[src/rtl/divider_pkg.sv]
// Shared constants, control decode and helpers for the RV64M iterative divider.
package divider_pkg;

  localparam int unsigned XLEN  = 64;
  localparam int unsigned CNT_W = 6;
  localparam int unsigned OPC_W = 9;
  localparam int unsigned WORD  = 32;

  localparam logic [OPC_W-1:0] INST_DIV   = 9'h0a0;
  localparam logic [OPC_W-1:0] INST_DIVU  = 9'h0a1;
  localparam logic [OPC_W-1:0] INST_REM   = 9'h0a2;
  localparam logic [OPC_W-1:0] INST_REMU  = 9'h0a3;
  localparam logic [OPC_W-1:0] INST_DIVW  = 9'h0a4;
  localparam logic [OPC_W-1:0] INST_DIVUW = 9'h0a5;
  localparam logic [OPC_W-1:0] INST_REMW  = 9'h0a6;
  localparam logic [OPC_W-1:0] INST_REMUW = 9'h0a7;

  typedef struct packed {
    logic valid;
    logic signed_op;
    logic word;
    logic rem;
  } div_ctrl_t;

  // Opcode to operation flags; valid is low for anything outside the divide group.
  function automatic div_ctrl_t decode_div(input logic [OPC_W-1:0] opc);
    div_ctrl_t c;
    c = '0;
    case (opc)
      INST_DIV:   c = '{valid: 1'b1, signed_op: 1'b1, word: 1'b0, rem: 1'b0};
      INST_DIVU:  c = '{valid: 1'b1, signed_op: 1'b0, word: 1'b0, rem: 1'b0};
      INST_REM:   c = '{valid: 1'b1, signed_op: 1'b1, word: 1'b0, rem: 1'b1};
      INST_REMU:  c = '{valid: 1'b1, signed_op: 1'b0, word: 1'b0, rem: 1'b1};
      INST_DIVW:  c = '{valid: 1'b1, signed_op: 1'b1, word: 1'b1, rem: 1'b0};
      INST_DIVUW: c = '{valid: 1'b1, signed_op: 1'b0, word: 1'b1, rem: 1'b0};
      INST_REMW:  c = '{valid: 1'b1, signed_op: 1'b1, word: 1'b1, rem: 1'b1};
      INST_REMUW: c = '{valid: 1'b1, signed_op: 1'b0, word: 1'b1, rem: 1'b1};
      default:    c = '0;
    endcase
    return c;
  endfunction

  function automatic logic [XLEN-1:0] sext_word(input logic [XLEN-1:0] x);
    return {{(XLEN-WORD){x[WORD-1]}}, x[WORD-1:0]};
  endfunction

  function automatic logic [XLEN-1:0] zext_word(input logic [XLEN-1:0] x);
    return {{(XLEN-WORD){1'b0}}, x[WORD-1:0]};
  endfunction

endpackage

[src/rtl/div_operand_prep.sv]
// Operand preparation: W-form extension, absolute values and result sign flags.
module div_operand_prep
  import divider_pkg::*;
(
  input  logic [XLEN-1:0] op1,
  input  logic [XLEN-1:0] op2,
  input  logic            word,
  input  logic            signed_op,
  output logic [XLEN-1:0] ext1,
  output logic [XLEN-1:0] abs1,
  output logic [XLEN-1:0] abs2,
  output logic            q_neg,
  output logic            r_neg
);

  logic [XLEN-1:0] ext2;
  logic            s1;
  logic            s2;

  always_comb begin
    ext1 = op1;
    ext2 = op2;
    if (word) begin
      ext1 = signed_op ? sext_word(op1) : zext_word(op1);
      ext2 = signed_op ? sext_word(op2) : zext_word(op2);
    end
    s1    = signed_op & ext1[XLEN-1];
    s2    = signed_op & ext2[XLEN-1];
    // -2^63 maps onto itself, which the unsigned datapath reads as 2^63.
    abs1  = s1 ? -ext1 : ext1;
    abs2  = s2 ? -ext2 : ext2;
    q_neg = s1 ^ s2;
    r_neg = s1;
  end

endmodule

[src/rtl/divider.sv]
// Iterative radix-2 restoring divider for DIV/DIVU/REM/REMU and their W forms.
module divider
  import divider_pkg::*;
(
  input  logic            clk,
  input  logic            rst,
  input  logic            div_start,
  input  logic            div_flush,
  input  logic [OPC_W-1:0] inst_opcode,
  input  logic [XLEN-1:0] div_op1,
  input  logic [XLEN-1:0] div_op2,
  output logic            div_busy,
  output logic [XLEN-1:0] div_result,
  output logic            div_finish
);

  typedef enum logic [1:0] {IDLE, CALC, DONE} state_t;

  state_t           state;
  logic [CNT_W-1:0] cnt;
  logic [XLEN-1:0]  rem;
  logic [XLEN-1:0]  quo;
  logic [XLEN-1:0]  dvsr;
  logic             q_neg;
  logic             r_neg;
  logic             word;
  logic             rem_sel;

  div_ctrl_t        ctrl;
  logic [XLEN-1:0]  prep_ext1;
  logic [XLEN-1:0]  prep_abs1;
  logic [XLEN-1:0]  prep_abs2;
  logic             prep_q_neg;
  logic             prep_r_neg;

  logic [XLEN-1:0]  partial;
  logic [XLEN:0]    diff;
  logic [XLEN-1:0]  next_rem;
  logic [XLEN-1:0]  next_quo;
  logic [XLEN-1:0]  fixed;
  logic [XLEN-1:0]  calc_res;
  logic [XLEN-1:0]  zero_res;

  assign ctrl = decode_div(inst_opcode);

  div_operand_prep u_prep (
    .op1       (div_op1),
    .op2       (div_op2),
    .word      (ctrl.word),
    .signed_op (ctrl.signed_op),
    .ext1      (prep_ext1),
    .abs1      (prep_abs1),
    .abs2      (prep_abs2),
    .q_neg     (prep_q_neg),
    .r_neg     (prep_r_neg)
  );

  // One restoring step plus the sign-fixed result of that step, used on the last iteration.
  always_comb begin
    partial  = {rem[XLEN-2:0], quo[XLEN-1]};
    diff     = {1'b0, partial} - {1'b0, dvsr};
    next_rem = diff[XLEN] ? partial : diff[XLEN-1:0];
    next_quo = {quo[XLEN-2:0], ~diff[XLEN]};
    if (rem_sel) begin
      fixed = r_neg ? -next_rem : next_rem;
    end else begin
      fixed = q_neg ? -next_quo : next_quo;
    end
    calc_res = word ? sext_word(fixed) : fixed;
    zero_res = ctrl.rem ? prep_ext1 : '1;
    if (ctrl.word) begin
      zero_res = sext_word(zero_res);
    end
  end

  always_ff @(posedge clk) begin
    if (!rst) begin
      state      <= IDLE;
      cnt        <= '0;
      rem        <= '0;
      quo        <= '0;
      dvsr       <= '0;
      q_neg      <= 1'b0;
      r_neg      <= 1'b0;
      word       <= 1'b0;
      rem_sel    <= 1'b0;
      div_busy   <= 1'b0;
      div_finish <= 1'b0;
      div_result <= '0;
    end else if (div_flush) begin
      state      <= IDLE;
      div_busy   <= 1'b0;
      div_finish <= 1'b0;
    end else begin
      case (state)
        IDLE: begin
          div_finish <= 1'b0;
          if (div_start && ctrl.valid) begin
            q_neg   <= prep_q_neg;
            r_neg   <= prep_r_neg;
            word    <= ctrl.word;
            rem_sel <= ctrl.rem;
            dvsr    <= prep_abs2;
            quo     <= prep_abs1;
            rem     <= '0;
            cnt     <= '0;
            if (prep_abs2 == '0) begin
              state      <= DONE;
              div_finish <= 1'b1;
              div_result <= zero_res;
            end else begin
              state    <= CALC;
              div_busy <= 1'b1;
            end
          end
        end
        CALC: begin
          rem <= next_rem;
          quo <= next_quo;
          cnt <= cnt + CNT_W'(1);
          if (cnt == CNT_W'(XLEN - 1)) begin
            state      <= DONE;
            div_busy   <= 1'b0;
            div_finish <= 1'b1;
            div_result <= calc_res;
          end
        end
        DONE: begin
          state      <= IDLE;
          div_finish <= 1'b0;
        end
        default: begin
          state <= IDLE;
        end
      endcase
    end
  end

endmodule

[config.mk]
export PLATFORM = sky130hd
export DESIGN_NAME = divider
export DESIGN_NICKNAME = d
export VERILOG_FILES = /design/src/rtl/divider_pkg.sv /design/src/rtl/div_operand_prep.sv /design/src/rtl/divider.sv
export SDC_FILE = /design/constraint.sdc
export NUM_CORES = 1
export LEC_CHECK = 0
export ABC_CLOCK_PERIOD_IN_PS = 8400
export BUFFER_PORTS_ARGS = -buffer_cell sky130_fd_sc_hd__buf_4
export CELL_PAD_IN_SITES_DETAIL_PLACEMENT = 1
export CELL_PAD_IN_SITES_GLOBAL_PLACEMENT = 1
export CORE_MARGIN = 8
export CORE_UTILIZATION = 45
export CTS_CLUSTER_SIZE = 28
export DETAILED_ROUTE_END_ITERATION = 6
export PLACE_DENSITY_LB_ADDON = 0.1
export SYNTH_ARGS = -nofsm -noshare
export SYNTH_HDL_FRONTEND = slang
export SYNTH_SLANG_ARGS = --single-unit
[constraint.sdc]
create_clock -name clk -period 8.4 [get_ports clk]
set_clock_uncertainty 0.15 [all_clocks]
set_input_delay 2.52 -clock clk [delete_from_list [all_inputs] [get_ports clk]]
set_output_delay 2.52 -clock clk [all_outputs]
set_load 0.02 [all_outputs]
Word level (Yosys, flattened, before mapping)

Index checks and enable logic that the tools add are counted.

$add $sub $neg: 6
Eq/ne operators: 15
Muxes and demuxes: 36
Bitwise logic cells: 6
Reductions and logical operators: 12

Operators with widths:

| operator            | count |
|---|---|
| $mux 64             | 17 |
| $neg 64->64         | 4 |
| $pmux 64 s2         | 2 |
| $pmux 63 s2         | 1 |
| $eq 9x8->1 const B  | 8 |
| $sub 64x64->65      | 1 |
| $logic_not 64->1    | 1 |
| $mux 63             | 1 |
| $pmux 4 s8          | 1 |
| $pmux 6 s2          | 1 |
| $ne 2x2->1 const B  | 4 |
| $add 6x1->6 const B | 1 |
| $eq 6x6->1 const B  | 1 |
| $mux 1              | 6 |
| $mux 2              | 3 |
| $mux 6              | 1 |
| $reduce_and 3->1    | 2 |
| $reduce_and 5->1    | 1 |
| $pmux 2 s2          | 1 |
| $reduce_and 2->1    | 2 |
| $reduce_and 4->1    | 1 |
| $not 1->1           | 3 |
| $pmux 1 s3          | 1 |
| $reduce_bool 3->1   | 1 |
| other kinds (9)     | 10 |

Flip-flop bits (word level): 269
Input bits: 141
Logic and storage cells: 87

Depth between registers and ports, before layout

Gate-level depths: netlist of the first run.

Word-level depth: 10
Gate-level depth with buffers: 31
Depth with buffers taken out: 25

Modules after synthesis

A second synthesis of the first run with hierarchy kept.

Cells, all modules: 3,598
Area total of the unflattened synthesis: 25,065.3 µm²

Modules (own cells, without submodules):

| module           | instances | cells an instance | area an instance (µm²) | sequential area each (µm²) |
|---|---|---|---|---|
| divider          | 1         | 2,895             | 20,828.7               | 5,385.2 |
| div_operand_prep | 1         | 703               | 4,236.6                | 0.0 |

Worst setup path before layout of the first run

No wires, ideal clock.

Path kind: input port to flip-flop
Start point: input port div_op2[6]
End point: register div_result[59]
Library setup time: 0.119 ns
Data arrival time: 6.989 ns
Slack: 1.142 ns
Stages: 17
Cell sequence: buf_6 -> or4_4 -> or4_1 -> buf_2 -> or4_1 -> buf_2 -> o41ai_1 -> xor2_1 -> nor4_1 -> nand4b_1 -> or4_4 -> nor4_4 -> o21a_1 -> buf_6 -> mux2_1 -> a32oi_1 -> nand2_1

Word-level cells in the longest chain between the ends: 7

Ends and longest elaborated chain:

| what                         | RTL line               | RTL |
|---|---|---|
| start: declaration           | divider.sv:11          | `input logic [XLEN-1:0] div_op2,` |
| $mux 64                      | div_operand_prep.sv:25 | `ext2 = signed_op ? sext_word(op2) : zext_word(op2);` |
| $mux 64 *                    | div_operand_prep.sv:23 | `if (word) begin` |
| $neg 64->64                  | div_operand_prep.sv:31 | `abs2 = s2 ? -ext2 : ext2;` |
| $mux 64 *                    | div_operand_prep.sv:31 |  |
| $logic_not 64->1 *           | divider.sv:107         | `if (prep_abs2 == '0) begin` |
| $ne 2x2->1 (no line) *       | --                     |  |
| $reduce_and 5->1 (no line) * | --                     |  |
| end signal: assignment       | divider.sv:110         | `div_result <= zero_res;` |
| end signal: assignment       | divider.sv:125         | `div_result <= calc_res;` |
| end: declaration             | divider.sv:13          | `output logic [XLEN-1:0] div_result,` |

Mark *: on every way between the ends. The rest lies on a longest branch, timed or not.
A chain may end at the register's enable or synchronous reset.

Worst setup path in the final report of the first run

Start point: input port div_op2[21]
End point: register div_result[2]

The elaborated chain is that of the path after synthesis.

==> impl_metrics.csv, run 1 <==
group,metric,value,unit
synthesis,postSynthAreaPerCell,6.76,sq um
worst_hold_path,hold_path_class,"reg2reg",
timing,fin_crit,7620,ps
critical_path,start_kind,"primary input",
pwr,p_leak,11.2,nW
timing,period_share,90.7,%
pwr,power_frac_comb,21.2,%
placed_design,hpwlAfterDp,98700,um
cts,cts_buffers,36,
cts,cts_buffer_depth,3,
synthesis,synthFlopType,"dfxtp_1",
run,max_cap_violations,0,
drt,wl_per_cell,27.2,um
cts,htree_levels,2,
synthesis,synthesis.nets,4044,
drt,vias_per_cell,6.78,
synthesis,synth_edf_count,0,
timing,hold_ws,300,ps
drt,ant_nets,0,
global_routing,grt_max_degree,84,
cts,path_clk_slew,60,ps
critical_path,cp_slowest_cell,"or4_1",
cts,cts_setup_buffers,0,
synthesis,synth_area,25900,sq um
pwr,clock_power_share,44.8,%
critical_path,path_cells,"buf_4, or4_1, or4_4, or4_1, o41ai_1, xor2_1, nor4_1, nand4b_1, or4_4, nor4_4, o21a_1, buf_4, buf_4, o211ai_1, a21oi_1",
global_routing,first_global_vias,31600,
critical_path,crit_required,8730,ps
critical_path,path_delay_family,"simple AND/OR/NAND/NOR gates",
die,initial_core_util,45.2,%
global_routing,gr-usage-all-layers,36.7,%
timing,tns,0,ps
timing,finalSetupViolCount,0,
timing,fmax,131,MHz
placed_design,globalplace.congestion,0.993,
cells_and_area,nFillCells,7497,
timing,rsz0062_at_grt,"false",
synthesis,synth.distinct_cells,99,
timing,max-slew-margin-rel,14.8,%
cts,cts_resized,0,
pwr,switching_share,32.8,%
critical_path,crit_top_cell,"buf_4",
synthesis,synth-seq-cells,269,
pwr,p_switching,1.23,mW
synthesis,synth_cells,3830,
cells_and_area,drive_gt1_share,11.0,%
cts,clock_latency,570,ps
synthesis,yosysSeqAreaShare,20.8,%
drt,remaining_drc_errors,0,
die,die_area,65400,sq um
cts,cts_tree,"built",
drt,vias,31700,
global_routing,grt-ovfl-total,0,
pwr,peakVddDrop,0.121,mV
die,design.core.area,57300,sq um
critical_path,crit_arrival,7950,ps
pwr,power_density,129,nW/um^2
die,io-pin-count,207,
cts,holdBufCountCts,0,
cts,cts_sinks,269,
die,die_h,256,um
cells_and_area,num-nets-final,4099,
critical_path,worstSetupPathType,"in2reg",
die,rows,88,
timing,hold_viol_final,0,
cts,root_buffer,"clkbuf_16",
critical_path,critPathBufInv,3,
timing,tightest_slew,1260,ps
placed_design,port-buffer-count,206,
drt,drt_wl_total,127000,um
synthesis,async_reset_ff_share,0,%
drt,drt-pass1-iter-count,5,
pwr,power_frac_seq,34.0,%
critical_path,crit_fanout,20,
drt,drtIter0Drc,3130,
outcome,outcome,"finished clean",
synthesis,yosysWarningCount,0,
die,die_w,256,um
critical_path,endpoint_kind,"flop",
pwr,p_int,2.53,mW
global_routing,grt_pass1_wl,192000,um
timing,slew_viol_final,0,
critical_path,slowest_delay,730,ps
global_routing,antenna_found_initial,6,
cells_and_area,area_delta_synth_final,13.0,%
-- synthesized netlist by cell type (13+ instances only) --
master,n,area [sq um]
o21bai_1,13,97.6
a41oi_1,14,123
inv_1,108,405
ha_1,72,901
xor2_1,114,998
xnor2_1,115,1010
clkbuf_1,212,796
dfxtp_1,269,5390
nor4_1,59,369
nor3_1,126,631
buf_1,21,78.8
o21ai_0,252,1260
a211oi_1,49,368
and3_1,20,125
a21oi_1,419,2100
a21o_1,26,195
or3_1,48,300
or4_1,45,338
a22oi_1,42,315
nor2_1,426,1600
nand4_1,46,288
o41ai_1,31,272
o31ai_1,70,526
o21a_1,23,173
nand2_1,571,2140
o211ai_1,45,338
nand3_1,76,380
buf_2,18,90.1
o221ai_2,15,225
mux2i_1,46,460
and2_1,35,219
a31oi_1,59,369
nand2b_1,25,156
nor2b_1,14,87.6
or2_2,21,131
-- stage by stage --
step | area, sq um | setup WS [ps] | util [%] | power, mW | instances
4_1_cts | 29200 | 921 | 51.1 | 3.75 | 4677
3_3_place_gp | 28000 | 489 | 48.9 | 2.05 | 4612
3_5_place_dp | 28000 | 349 | 48.9 | 2.07 | 4612
6_report | 29200 | 785 | 51.1 | 3.77 | 4678
5_1_grt | 29200 | 628 | 51.1 | 3.87 | 4677
2_1_floorplan | 25900 | 1140 | - | 1.76 | 3830
-- kinds of logic after synthesis --
group | Yosys count | share of synthesized area, %
simple gates | 1580 | 28.6
compound gates | 1250 | 31.2
fa+ha+maj | 73 | 3.56
flops | 269 | 20.8
buf+inv | 369 | 5.63
xor+xnor | 229 | 7.75
mux | 60 | 2.40
-- layout by cell type (no fill, tap or decap), drive strengths merged, types with 46 or more instances in the layout --
cell type  count
dfxtp        269
ha            72
a211oi        50
or3           48
nor2         426
nor4          65
inv          114
or4           49
o21ai        261
nand3         76
xnor2        115
nand2        571
buf          275
a31oi         60
nand4         46
nor3         127
xor2         114
o31ai         72
mux2i         46
a21oi        420
-- worst paths after layout --
kind	endpoint	startpoint	slack [ps]	cells after the start
worst max-delay path	div_result[2]	div_op2[21]	780	15
worst min-delay path	dvsr[55]	dvsr[55]	300	2
worst max register to register	div_result[44]	quo[63]	1200	27
worst min register to register	dvsr[55]	dvsr[55]	300	2
-- power groups by stage --
stage          clock network [mW]  registers, mW  logic [mW]
5_1_grt                      1.74           1.28       0.843
2_1_floorplan                   0           1.31       0.450
4_1_cts                      1.70           1.28       0.773
3_3_place_gp                    0           1.31       0.744
6_report                     1.69           1.28       0.800
3_5_place_dp                    0           1.31       0.766
-- per-layer routing --
metal  part of all wire [%]  GRT usage (%)  vias up  wire, um
met5                  0.053              0        -        68
li1                       -              -    14100         -
met3                    8.2           8.24      397     10500
met2                     45           58.8     1529     57200
met4                    5.9           19.6        8      7580
met1                     41           45.5    15600     52000
-- sequential cells by signal (all words and copies together), names as in the netlist, 2 cells and up --
name,cells
cnt,6
div_result,64
dvsr,64
quo,64
rem,63
state,2
-- worst reg2reg max path, cell delays in order, from the launching register on --
cell and delay (ps):
dfxtp_1 570, inv_1 90, ha_1 260, inv_1 80, fa_1 240, a211oi_1 130
o211ai_1 380, a211oi_1 130, buf_4 200, or2_2 350, a21o_1 230, nand2_2 200
buf_4 260, a21oi_1 150, inv_1 80, ha_1 260, nand2_1 80, nor2_1 140
o2111ai_1 160, nor4_1 600, nand2b_1 180, o41a_1 440, a2111oi_2 320, buf_4 280
a31oi_1 130, xor2_1 210, o211ai_1 580, a32o_1 270
-- layout make-up --
class / instances / area, sq um / share of cell area (%)
antenna: 1 / 2.50 / 0.00856
clock buffer: 43 / 978 / 3.35
clock inverter: 22 / 283 / 0.967
inverter: 111 / 422 / 1.44
multi-input combinational: 3192 / 19100 / 65.5
sequential: 269 / 5390 / 18.4
tap: 765 / 957 / 3.27
timing repair buffer: 275 / 2060 / 7.06
No activity file was read; power rests on OpenSTA's default activity.
==> run 2, diff against run 1 <==
--- a/config.mk
+++ b/config.mk
@@ -13,7 +13,9 @@
 export CORE_UTILIZATION = 45
 export CTS_CLUSTER_SIZE = 28
 export DETAILED_ROUTE_END_ITERATION = 6
+export GPL_TIMING_DRIVEN = 0
 export PLACE_DENSITY_LB_ADDON = 0.1
 export SYNTH_ARGS = -nofsm -noshare
 export SYNTH_HDL_FRONTEND = slang
+export SYNTH_HIERARCHICAL = 1
 export SYNTH_SLANG_ARGS = --single-unit
==> run 2 against run 1 <==
  * Final area hardly changed
  * Clock power down 5%
  * Flip-flop and latch count unchanged
  * Register-to-register slack lost 1100 ps
  * Global-route usage up 2.0 points
  * Via count fell by 1.8%
  * Critical endpoint is now div_result[63]
  * Highest routed layer is now met4
==> impl_metrics.csv, run 2 <==
group,metric,value,unit
synthesis,postSynthAreaPerCell,6.97,sq um
synthesis,synthesis.nets,3812,
worst_hold_path,hold_path_class,"reg2reg",
global_routing,first_global_vias,31200,
pwr,power_density,125,nW/um^2
timing,tns,0,ps
critical_path,start_kind,"primary input",
synthesis,synth_edf_count,0,
critical_path,crit_required,8690,ps
placed_design,dpl_cell_area,27600,sq um
cells_and_area,area_delta_synth_final,16.6,%
placed_design,pre_cts_ws,-5240,ps
global_routing,grt-ovfl-total,0,
synthesis,yosys.area.top_type,"dfxtp_1",
placed_design,globalplace.congestion,0.979,
critical_path,worstSetupPathType,"in2reg",
cells_and_area,design_area,29200,sq um
synthesis,synthFlopType,"dfxtp_1",
drt,remaining_drc_errors,0,
timing,hold_viol_final,0,
cts,cts_sinks,269,
synthesis,synth-seq-cells,269,
die,design.core.area,55100,sq um
timing,tightest_slew,1420,ps
pwr,p_leak,11.5,nW
global_routing,grt_pass1_wl,192000,um
synthesis,synthTopCellsByArea,"dfxtp_1 21%, a21oi_1 7.4%, nor2_1 6.3%",
synthesis,synth_most_common_cell,"nor2_1",
synthesis,synth_cells,3598,
timing,fin_crit,8370,ps
timing,finalSetupViolCount,0,
critical_path,crit_arrival,8670,ps
critical_path,slowest_delay,700,ps
drt,vias_per_cell,6.75,
cts,path_clk_slew,60,ps
outcome,outcome,"finished clean",
die,die_h,252,um
cells_and_area,final_cell_mix,"418 x nor2_1, 397 x nand2_1, 369 x a21oi_1",
run,max_cap_violations,0,
cells_and_area,fin_util,53.1,%
die,rows,86,
cts,clock_latency,600,ps
timing,max-slew-margin-rel,5.32,%
die,die_area,63500,sq um
cells_and_area,drive_gt1_share,12.0,%
timing,slew_viol_final,0,
placed_design,dp_cells,4551,
global_routing,gr-usage-all-layers,38.7,%
cts,cts_tree,"built",
cells_and_area,layout_commonest_cell,"nor2_1",
drt,wl_per_cell,28.2,um
pwr,p_total,3.66,mW
timing,setup_ws,27.5,ps
critical_path,cp_slowest_cell,"or4b_2",
timing,hold_ws,304,ps
critical_path,critPathBufInv,10,
pwr,peakVddDrop,0.128,mV
synthesis,yosysWarningCount,6,
cts,htree_levels,2,
cells_and_area,layout.cells.non_filler,4617,
synthesis,yosysSeqAreaShare,21.5,%
drt,drt-pass1-iter-count,6,
timing,period_share,99.7,%
drt,ant_nets,0,
critical_path,crit_fanout,19,
critical_path,endpoint_kind,"flop",
global_routing,antenna_found_initial,1,
cells_and_area,num-nets-final,4059,
global_routing,grt_max_degree,20,
cells_and_area,antenna_cells,0,
cts,cts_buffer_depth,3,
synthesis,synth.distinct_cells,100,
synthesis,netlist.area_leader.share,21.5,%
timing,fmax,119,MHz
critical_path,path_delay_family,"simple AND/OR/NAND/NOR gates",
cells_and_area,largestRegisters,"div_result: 64 flops, dvsr: 64 flops, quo: 64 flops",
cts,cts_buffers,36,
synthesis,synth_area,25100,sq um
drt,drtIter0Drc,3594,
die,die_w,252,um
cts,root_buffer,"clkbuf_16",
placed_design,hpwlAfterDp,104000,um
drt,vias,31200,
synthesis,synth.top_cells.by_count,"422 x nor2_1, 400 x nand2_1, 370 x a21oi_1",
die,io-pin-count,207,
synthesis,async_reset_ff_share,0,%
placed_design,port-buffer-count,203,
drt,drt_wl_total,130000,um
die,initial_core_util,45.5,%
run 2: changes by cell type after synthesis, moves of 22 or more:
cell / change
nand2_1: -171
mux2i_1: +61
a211oi_1: +52
a21oi_1: -49
nor3_1: -43
buf_4: +35
clkbuf_1: -33
inv_1: +29
xnor2_1: +25
o211ai_1: -22
run 2: cell type report:
type / instances / area [sq um]
buffer: 265 / 1360
clock buffer: 49 / 1020
clock inverter: 13 / 156
fill: 7171 / 25900
inverter: 139 / 522
multi-input combinational: 2920 / 18200
sequential: 269 / 5390
tap: 748 / 936
timing repair buffer: 214 / 1610
run 2: cell families after synthesis:
| family | share of synthesized area [%] |
|---|---|
| multiplexers | 4.54 |
| AO/OA/AOI/OAI | 28.7 |
| adder cells (fa/ha/maj) | 3.67 |
| buffers and inverters | 6.90 |
| AND/OR/NAND/NOR | 25.5 |
| XOR/XNOR | 9.22 |
| flip-flops | 21.5 |
run 2: report_power, final:
part           internal [mW]  total, mW  switching, mW
sequential              1.28       1.28        0.00277
combinational          0.257      0.775          0.519
clock                  0.916       1.60          0.686
total                   2.45       3.66           1.21
run 2: worst reg2reg max path: cells and delay by family (launching register included):
family / cells / cell delay, ps
AOI/OAI and AO/OA: 8 / 2030
adders and majority gates: 3 / 960
buffers and inverters: 10 / 2160
DFF: 1 / 440
muxes: 1 / 290
and+or+nand+nor: 6 / 2090
run 2: worst paths after layout:
kind,startpoint,to,slack (ps),cells after the start
max,inst_opcode[3],div_result[63],30,27
min,div_result[0],div_result[0],300,2
max reg2reg,quo[63],div_result[52],150,28
min reg2reg,div_result[0],div_result[0],300,2
run 2: routing by layer:
layer,GRT usage (%),wire length [um],up-vias
li1,-,-,13600
met1,50.2,53000,15300
met2,59.4,56400,1842
met3,8.27,12900,418
met4,21.3,8000,0
met5,0,0,-
run 2: what timing repair did:
item | in CTS | in global routing
hold buffers | 0 | 0
setup endpoints to repair | 83 | 64
pin swaps | 8 | 9
setup buffers | 7 | 2
resized for setup | 101 | 32
gates cloned | 0 | 0
